--- config.mk ---
export PLATFORM = sky130hd
export DESIGN_NAME = dec_key_schedule
export DESIGN_NICKNAME = d
export VERILOG_FILES = /design/src/rtl/aes_pkg.sv /design/src/rtl/aes_sbox.sv /design/src/rtl/dec_key_schedule.sv
export SDC_FILE = /design/constraint.sdc
export NUM_CORES = 2
export LEC_CHECK = 0
export ABC_AREA = 0
export BUFFER_PORTS_ARGS = -buffer_cell sky130_fd_sc_hd__clkbuf_2
export CAP_MARGIN = 20
export CORE_UTILIZATION = 45
export DETAILED_ROUTE_END_ITERATION = 8
export GPL_TIMING_DRIVEN = 1
export RECOVER_POWER = 100
export SLEW_MARGIN = 0
export SYNTH_ARGS = -nofsm -noshare
export SYNTH_HDL_FRONTEND = slang
export SYNTH_SLANG_ARGS = --single-unit
--- constraint.sdc ---
create_clock -name clk -period 16.1 [get_ports clk]
set_input_delay 3.22 -clock clk [delete_from_list [all_inputs] [get_ports clk]]
set_output_delay 3.22 -clock clk [all_outputs]
set_load 0.005 [all_outputs]
--- src/rtl/aes_pkg.sv ---
// Shared AES definitions: round count, round constants, key-schedule
// state encoding and the round-key container type.
package aes_pkg;

  localparam int NR = 10;

  localparam logic [7:0] RCON [1:10] = '{
    8'h01, 8'h02, 8'h04, 8'h08, 8'h10, 8'h20, 8'h40, 8'h80, 8'h1b, 8'h36
  };

  typedef enum logic [1:0] {
    IDLE   = 2'd0,
    EXPAND = 2'd1,
    READY  = 2'd2
  } ks_state_e;

  typedef logic [0:127] round_key_t;

  // Round constant for round r (1..NR); zero outside that range.
  function automatic logic [7:0] rcon_f(input logic [3:0] r);
    logic [7:0] v;
    v = 8'h00;
    for (int i = 1; i <= NR; i++) begin
      if (r == 4'(i)) v = RCON[i];
    end
    return v;
  endfunction

endpackage

--- src/rtl/aes_sbox.sv ---
// Forward AES S-box, purely combinational 8-bit lookup.
module aes_sbox (
  input  logic [7:0] a_i,
  output logic [7:0] s_o
);

  localparam logic [7:0] SBOX [0:255] = '{
    8'h63, 8'h7c, 8'h77, 8'h7b, 8'hf2, 8'h6b, 8'h6f, 8'hc5, 8'h30, 8'h01, 8'h67, 8'h2b, 8'hfe, 8'hd7, 8'hab, 8'h76,
    8'hca, 8'h82, 8'hc9, 8'h7d, 8'hfa, 8'h59, 8'h47, 8'hf0, 8'had, 8'hd4, 8'ha2, 8'haf, 8'h9c, 8'ha4, 8'h72, 8'hc0,
    8'hb7, 8'hfd, 8'h93, 8'h26, 8'h36, 8'h3f, 8'hf7, 8'hcc, 8'h34, 8'ha5, 8'he5, 8'hf1, 8'h71, 8'hd8, 8'h31, 8'h15,
    8'h04, 8'hc7, 8'h23, 8'hc3, 8'h18, 8'h96, 8'h05, 8'h9a, 8'h07, 8'h12, 8'h80, 8'he2, 8'heb, 8'h27, 8'hb2, 8'h75,
    8'h09, 8'h83, 8'h2c, 8'h1a, 8'h1b, 8'h6e, 8'h5a, 8'ha0, 8'h52, 8'h3b, 8'hd6, 8'hb3, 8'h29, 8'he3, 8'h2f, 8'h84,
    8'h53, 8'hd1, 8'h00, 8'hed, 8'h20, 8'hfc, 8'hb1, 8'h5b, 8'h6a, 8'hcb, 8'hbe, 8'h39, 8'h4a, 8'h4c, 8'h58, 8'hcf,
    8'hd0, 8'hef, 8'haa, 8'hfb, 8'h43, 8'h4d, 8'h33, 8'h85, 8'h45, 8'hf9, 8'h02, 8'h7f, 8'h50, 8'h3c, 8'h9f, 8'ha8,
    8'h51, 8'ha3, 8'h40, 8'h8f, 8'h92, 8'h9d, 8'h38, 8'hf5, 8'hbc, 8'hb6, 8'hda, 8'h21, 8'h10, 8'hff, 8'hf3, 8'hd2,
    8'hcd, 8'h0c, 8'h13, 8'hec, 8'h5f, 8'h97, 8'h44, 8'h17, 8'hc4, 8'ha7, 8'h7e, 8'h3d, 8'h64, 8'h5d, 8'h19, 8'h73,
    8'h60, 8'h81, 8'h4f, 8'hdc, 8'h22, 8'h2a, 8'h90, 8'h88, 8'h46, 8'hee, 8'hb8, 8'h14, 8'hde, 8'h5e, 8'h0b, 8'hdb,
    8'he0, 8'h32, 8'h3a, 8'h0a, 8'h49, 8'h06, 8'h24, 8'h5c, 8'hc2, 8'hd3, 8'hac, 8'h62, 8'h91, 8'h95, 8'he4, 8'h79,
    8'he7, 8'hc8, 8'h37, 8'h6d, 8'h8d, 8'hd5, 8'h4e, 8'ha9, 8'h6c, 8'h56, 8'hf4, 8'hea, 8'h65, 8'h7a, 8'hae, 8'h08,
    8'hba, 8'h78, 8'h25, 8'h2e, 8'h1c, 8'ha6, 8'hb4, 8'hc6, 8'he8, 8'hdd, 8'h74, 8'h1f, 8'h4b, 8'hbd, 8'h8b, 8'h8a,
    8'h70, 8'h3e, 8'hb5, 8'h66, 8'h48, 8'h03, 8'hf6, 8'h0e, 8'h61, 8'h35, 8'h57, 8'hb9, 8'h86, 8'hc1, 8'h1d, 8'h9e,
    8'he1, 8'hf8, 8'h98, 8'h11, 8'h69, 8'hd9, 8'h8e, 8'h94, 8'h9b, 8'h1e, 8'h87, 8'he9, 8'hce, 8'h55, 8'h28, 8'hdf,
    8'h8c, 8'ha1, 8'h89, 8'h0d, 8'hbf, 8'he6, 8'h42, 8'h68, 8'h41, 8'h99, 8'h2d, 8'h0f, 8'hb0, 8'h54, 8'hbb, 8'h16
  };

  assign s_o = SBOX[a_i];

endmodule

--- src/rtl/dec_key_schedule.sv ---
// AES-128 decrypt-side key schedule: expands a cipher key one round per
// cycle into an 11-entry buffer, then serves round keys 10 down to 0 on
// request, wrapping back to 10 so the same key serves the next block.
module dec_key_schedule #(
  parameter int NR = 10
) (
  input  logic         clk,
  input  logic         rst,
  input  logic [0:127] key_in,
  input  logic         key_load,
  input  logic         rk_req,
  output logic         busy,
  output logic         ready,
  output logic         rk_valid,
  output logic [0:127] rk_out,
  output logic [3:0]   rk_index,
  output logic         rk_last
);

  import aes_pkg::*;

  ks_state_e  state_q, state_d;
  logic [3:0] r_q, r_d;
  logic [3:0] p_q, p_d;
  logic       busy_q, ready_q;
  logic       rk_valid_q, rk_valid_d;
  logic       rk_last_q, rk_last_d;
  logic [3:0] rk_index_q, rk_index_d;
  round_key_t rk_out_q, rk_out_d;

  logic       load_acc;
  logic       exp_wr;

  // Key storage and the working copy of the previous round key; the working
  // copy avoids an 11:1 read mux on the expansion path.
  round_key_t key_buf [0:NR];
  round_key_t cur_q;
  round_key_t next_key;

  logic [31:0] w0, w1, w2, w3;
  logic [31:0] rot_w, sub_w;
  logic [31:0] n0, n1, n2, n3;

  assign w0 = cur_q[0:31];
  assign w1 = cur_q[32:63];
  assign w2 = cur_q[64:95];
  assign w3 = cur_q[96:127];

  assign rot_w = {w3[23:0], w3[31:24]};

  aes_sbox u_sbox0 (.a_i(rot_w[31:24]), .s_o(sub_w[31:24]));
  aes_sbox u_sbox1 (.a_i(rot_w[23:16]), .s_o(sub_w[23:16]));
  aes_sbox u_sbox2 (.a_i(rot_w[15:8]),  .s_o(sub_w[15:8]));
  aes_sbox u_sbox3 (.a_i(rot_w[7:0]),   .s_o(sub_w[7:0]));

  assign n0 = w0 ^ sub_w ^ {rcon_f(r_q), 24'h0};
  assign n1 = w1 ^ n0;
  assign n2 = w2 ^ n1;
  assign n3 = w3 ^ n2;
  assign next_key = {n0, n1, n2, n3};

  // Next-state, counters and readout decisions.
  always_comb begin
    state_d    = state_q;
    r_d        = r_q;
    p_d        = p_q;
    rk_valid_d = 1'b0;
    rk_last_d  = 1'b0;
    rk_index_d = rk_index_q;
    rk_out_d   = rk_out_q;
    load_acc   = 1'b0;
    exp_wr     = 1'b0;
    case (state_q)
      IDLE: begin
        if (key_load) begin
          load_acc = 1'b1;
          state_d  = EXPAND;
          r_d      = 4'd1;
        end
      end
      EXPAND: begin
        exp_wr = 1'b1;
        if (r_q == 4'(NR)) begin
          state_d = READY;
          p_d     = 4'(NR);
        end else begin
          r_d = r_q + 4'd1;
        end
      end
      READY: begin
        // A reload takes priority over serving a key in the same cycle.
        if (key_load) begin
          load_acc = 1'b1;
          state_d  = EXPAND;
          r_d      = 4'd1;
        end else if (rk_req) begin
          rk_valid_d = 1'b1;
          rk_out_d   = key_buf[p_q];
          rk_index_d = p_q;
          rk_last_d  = (p_q == 4'd0);
          p_d        = (p_q == 4'd0) ? 4'(NR) : p_q - 4'd1;
        end
      end
      default: state_d = IDLE;
    endcase
  end

  // Control and output registers, cleared by asynchronous reset.
  always_ff @(posedge clk or posedge rst) begin
    if (rst) begin
      state_q    <= IDLE;
      r_q        <= 4'd0;
      p_q        <= 4'(NR);
      busy_q     <= 1'b0;
      ready_q    <= 1'b0;
      rk_valid_q <= 1'b0;
      rk_last_q  <= 1'b0;
      rk_index_q <= 4'd0;
      rk_out_q   <= '0;
    end else begin
      state_q    <= state_d;
      r_q        <= r_d;
      p_q        <= p_d;
      busy_q     <= (state_d == EXPAND);
      ready_q    <= (state_d == READY);
      rk_valid_q <= rk_valid_d;
      rk_last_q  <= rk_last_d;
      rk_index_q <= rk_index_d;
      rk_out_q   <= rk_out_d;
    end
  end

  // Key buffer writes: the cipher key on load, one expanded round per cycle.
  always_ff @(posedge clk) begin
    if (load_acc) begin
      key_buf[0] <= key_in;
      cur_q      <= key_in;
    end else if (exp_wr) begin
      key_buf[r_q] <= next_key;
      cur_q        <= next_key;
    end
  end

  assign busy     = busy_q;
  assign ready    = ready_q;
  assign rk_valid = rk_valid_q;
  assign rk_last  = rk_last_q;
  assign rk_index = rk_index_q;
  assign rk_out   = rk_out_q;

endmodule

==> out/summary.log <==
[floorplan] vertical die dimension 428 um
[timing] worst-margin pin slew 9.72 ns
[synth] mux share of post-synthesis cell area 0.124
[floorplan] Floorplan Core Area 179,000 sq um
[global_routing] number of global-route vias before repair 52,400
[synth] share of the synthesized netlist area taken by xor and xnor gates 0.0244
[timing] post-route fraction of the period consumed by the critical path 0.649
[worst_setup_path] depth of the most critical reg-to-reg path 6
[timing] aggregate negative setup slack 0 ns
[timing] number of hold violations in the final report 0
[run_status] status finished, violations left
[worst_setup_path] startpoint class of the critical path input port
[layout] area growth from synthesis to layout 9.92%
[synth] Syn. warnings 0
[synth] flip-flop cell with the highest count after synthesis sky130_fd_sc_hd__edfxtp_1
[detailed_routing] number of violations reported at the end of detailed-routing iteration 0 6,462
[detailed_routing] DRC violations left 0
[detailed_routing] Final Routed Wirelength 259,000 um
[clock_tree] count of hold buffers inserted by post-cts repair 0
[run_status] failing checks max-capacitance violations, max-slew violations
[hold_path] number of instances on the worst hold path 2
[layout] cell area after layout 89,600 sq um
[floorplan] horizontal die dimension 428 um
[floorplan] floorplan die area 183,000 sq um
[timing] remaining max-slew budget at the tightest pin -5.48
[flow_run] count of maximum capacitance violations 48
[place] DP Wirelength 166,000 um
[floorplan] Std-Cell Rows 155
[clock_tree] H-tree depth 4
[worst_setup_path] CP Class in2reg
[floorplan] starting density of the core 0.455
[layout] highest-count cells in the layout ignoring fill and taps sky130_fd_sc_hd__edfxtp_1 (1,536), sky130_fd_sc_hd__nand2_1 (661), sky130_fd_sc_hd__o21ai_0 (608)
[synth] number of flops mapped to enable cells by yosys 1,536
[synth] share of the yosys chip area belonging to registers 0.611
[synth] unique cell type count in the Yosys netlist 97
[detailed_routing] First-pass DRT Iterations 6
[clock_tree] post-CTS repair timing setup buffer count 0
[synth] synthesized netlist cell count 6,198
[clock_tree] cell chosen for the clock root sky130_fd_sc_hd__clkbuf_16
[clock_tree] clock-pin transition on the worst setup and hold timing paths 0.06 ns
[synth] post-synthesis async set-or-reset flop share 0.0868
[floorplan] boundary pin count 268
[timing] Achievable Freq 95.7 MHz
[global_routing] total gr overflow 0
[hold_path] startpoint of the most critical hold path rk_out[93]
[synth] cell area after synthesis 81,500 sq um
[clock_tree] clock insertion delay at the later pin of the skew report 0.78 ns
[worst_setup_path] required time at the worst-slack endpoint 16.40 ns
[place] placer congestion estimate 0.950
[place] placed cell area 85,300 sq um
[detailed_routing] vias 54,700
[global_routing] first-pass GRT wire length 372,000 um
[timing] post-route clock skew 0.0283 ns
[clock_tree] CTS tree built
[global_routing] overall track demand over capacity in global routing 0.280
[detailed_routing] post-DR vias/cell 6.20
[timing] final critical delay including setup and external delays 10.45 ns
[synth] largest family of logic cells by synthesized area multiplexers
[synth] fraction of the mapped netlist area in compound gates 0.113
[layout] fraction of final layout cells with drive strength greater than 1 0.129
[worst_setup_path] highest fanout seen on the critical path 50
[global_routing] number of antenna violations at the first check in global routing 21
[clock_tree] number of clock sinks seen by CTS 1,682
[synth] synthesized netlist net count 6,395
[worst_setup_path] crit path DAT 10.75 ns
[hold_path] Worst Hold Class reg2reg
[synth] Synth Area in Simple Gates 0.0875
[place] number of I/O port buffers 267
[worst_setup_path] CP Capture Type flop
[layout] Layout Nets 6,523
[clock_tree] count of instances resized after the clock tree is built 0
[clock_tree] number of buffers inserted during clock tree synthesis 159
[global_routing] pin count of the biggest net entering global routing 155
[synth] average size of a mapped cell 13.1 sq um
[timing] max-slew violations 2,217
[detailed_routing] routed wirelength normalized by instance count 29.4 um
[worst_setup_path] worst r2r src state_q[0]
[timing] total setup violations reported at the end of the flow 0
[worst_setup_path] setup slack of the most critical reg-to-reg path 5.67 ns
[layout] most common cell after layout, fill and taps aside sky130_fd_sc_hd__edfxtp_1
[worst_setup_path] endpoint of the most critical register-to-register path key_buf[2][33]
[detailed_routing] Antenna Nets Post-Route 0
[timing] final hold slack 0.475 ns
[synth] Synth Area in Adders 0.00998
[clock_tree] worst-case clock buffer depth 3
[hold_path] hold-critical path endpoint rk_out[93]
[timing] setup repair after global routing missed its margin false
[synth] flip-flop and latch count after synthesis 1,682
[cell families after synthesis]
family / count (synthesis)
buffers and inverters: 573
xor gates and xnor gates: 200
AOI/OAI and AO/OA: 1491
and+or+nand+nor: 1561
DFF: 1682
adders and majority gates: 65
muxes: 626
[sequential cells by signal, summed over array words and instances (netlist names)]
register / flops
r_q: 4
state_q: 2
rk_last: 1
rk_out: 128
ready: 1
key_buf: 1408
cur_q: 128
rk_valid: 1
rk_index: 4
p_q: 4
busy: 1
[metal layers]
| metal | up-vias | GRT usage | routed length (um) |
|---|---|---|---|
| li1 | 24000 | - | - |
| met1 | 27800 | 0.393 | 109000 |
| met2 | 2461 | 0.443 | 122000 |
| met3 | 418 | 0.0443 | 19100 |
| met4 | 4 | 0.101 | 9630 |
| met5 | - | 0 | 27 |
[worst max-delay path by stage]
stage | from | depth (start not counted) | endpoint | slack [ns]
after floorplan | state_q[1] | 5 | key_buf[3][0] | 2.00
after global placement | key_load | 6 | key_buf[1][19] | 9.97
after detailed placement | key_load | 6 | key_buf[1][19] | 9.94
after CTS | cur_q[1] | 13 | key_buf[8][41] | 10.42
after global routing | key_load | 6 | key_buf[1][0] | 5.22
final | key_load | 6 | key_buf[1][19] | 5.65
[worst max-delay path: stages]
cell and delay (ns):
sky130_fd_sc_hd__clkbuf_1 0.19, sky130_fd_sc_hd__nand2_1 0.62, sky130_fd_sc_hd__clkbuf_1 1.01, sky130_fd_sc_hd__a21oi_4 0.35, sky130_fd_sc_hd__clkbuf_1 2.57, sky130_fd_sc_hd__clkbuf_1 2.64
[cells in the mapped netlist (all sizes together), types with 15 or more instances]
| cell type | n | area (sq um) |
|---|---|---|
| and2 | 31 | 194 |
| nand4 | 16 | 100 |
| o31ai | 20 | 150 |
| mux4 | 301 | 6780 |
| a211oi | 44 | 335 |
| nand2b | 112 | 701 |
| nand3 | 84 | 420 |
| a311oi | 46 | 409 |
| clkbuf | 289 | 1090 |
| a31oi | 48 | 300 |
| or2 | 23 | 144 |
| nand2 | 661 | 2480 |
| a21oi | 353 | 1770 |
| mux2 | 28 | 319 |
| nor3 | 84 | 420 |
| nor4 | 23 | 150 |
| mux2i | 297 | 2970 |
| xor2 | 70 | 651 |
| a21o | 17 | 128 |
| a221oi | 28 | 251 |
| ha | 65 | 813 |
| o311ai | 34 | 315 |
| and3 | 17 | 106 |
| xnor2 | 120 | 1110 |
| o2111ai | 18 | 158 |
| nor2 | 348 | 1310 |
| inv | 51 | 191 |
| o21ai | 611 | 3070 |
| a2111oi | 18 | 158 |
| or3 | 17 | 106 |
| o31a | 15 | 131 |
| dfrtp | 144 | 3600 |
| o221ai | 19 | 166 |
| nor2b | 94 | 588 |
| nor3b | 23 | 173 |
| o211ai | 42 | 315 |
| a311o | 17 | 170 |
| edfxtp | 1536 | 46100 |
| buf | 224 | 1150 |
[metrics by stage]
step,utilization,setup WS (ns),instances
floorplan,-,2.00,6198
global placement,0.475,9.97,8495
detailed placement,0.476,9.94,8502
CTS,0.504,10.42,8791
global route,0.500,5.22,8813
finish,0.500,5.65,8816
[layout make-up]
class,count,area [sq um]
Fill cell,15500,89600
Sequential cell,1682,49800
Multi-Input combinational cell,3943,29200
Clock buffer,221,4420
Tap cell,2355,2950
Timing Repair Buffer,480,2370
Clock inverter,68,636
Inverter,60,226
Antenna cell,7,17.5
Power is left out: the tool's default activity adds up to more than one toggle a clock period on the data nets, which glitch-free logic cannot reach.
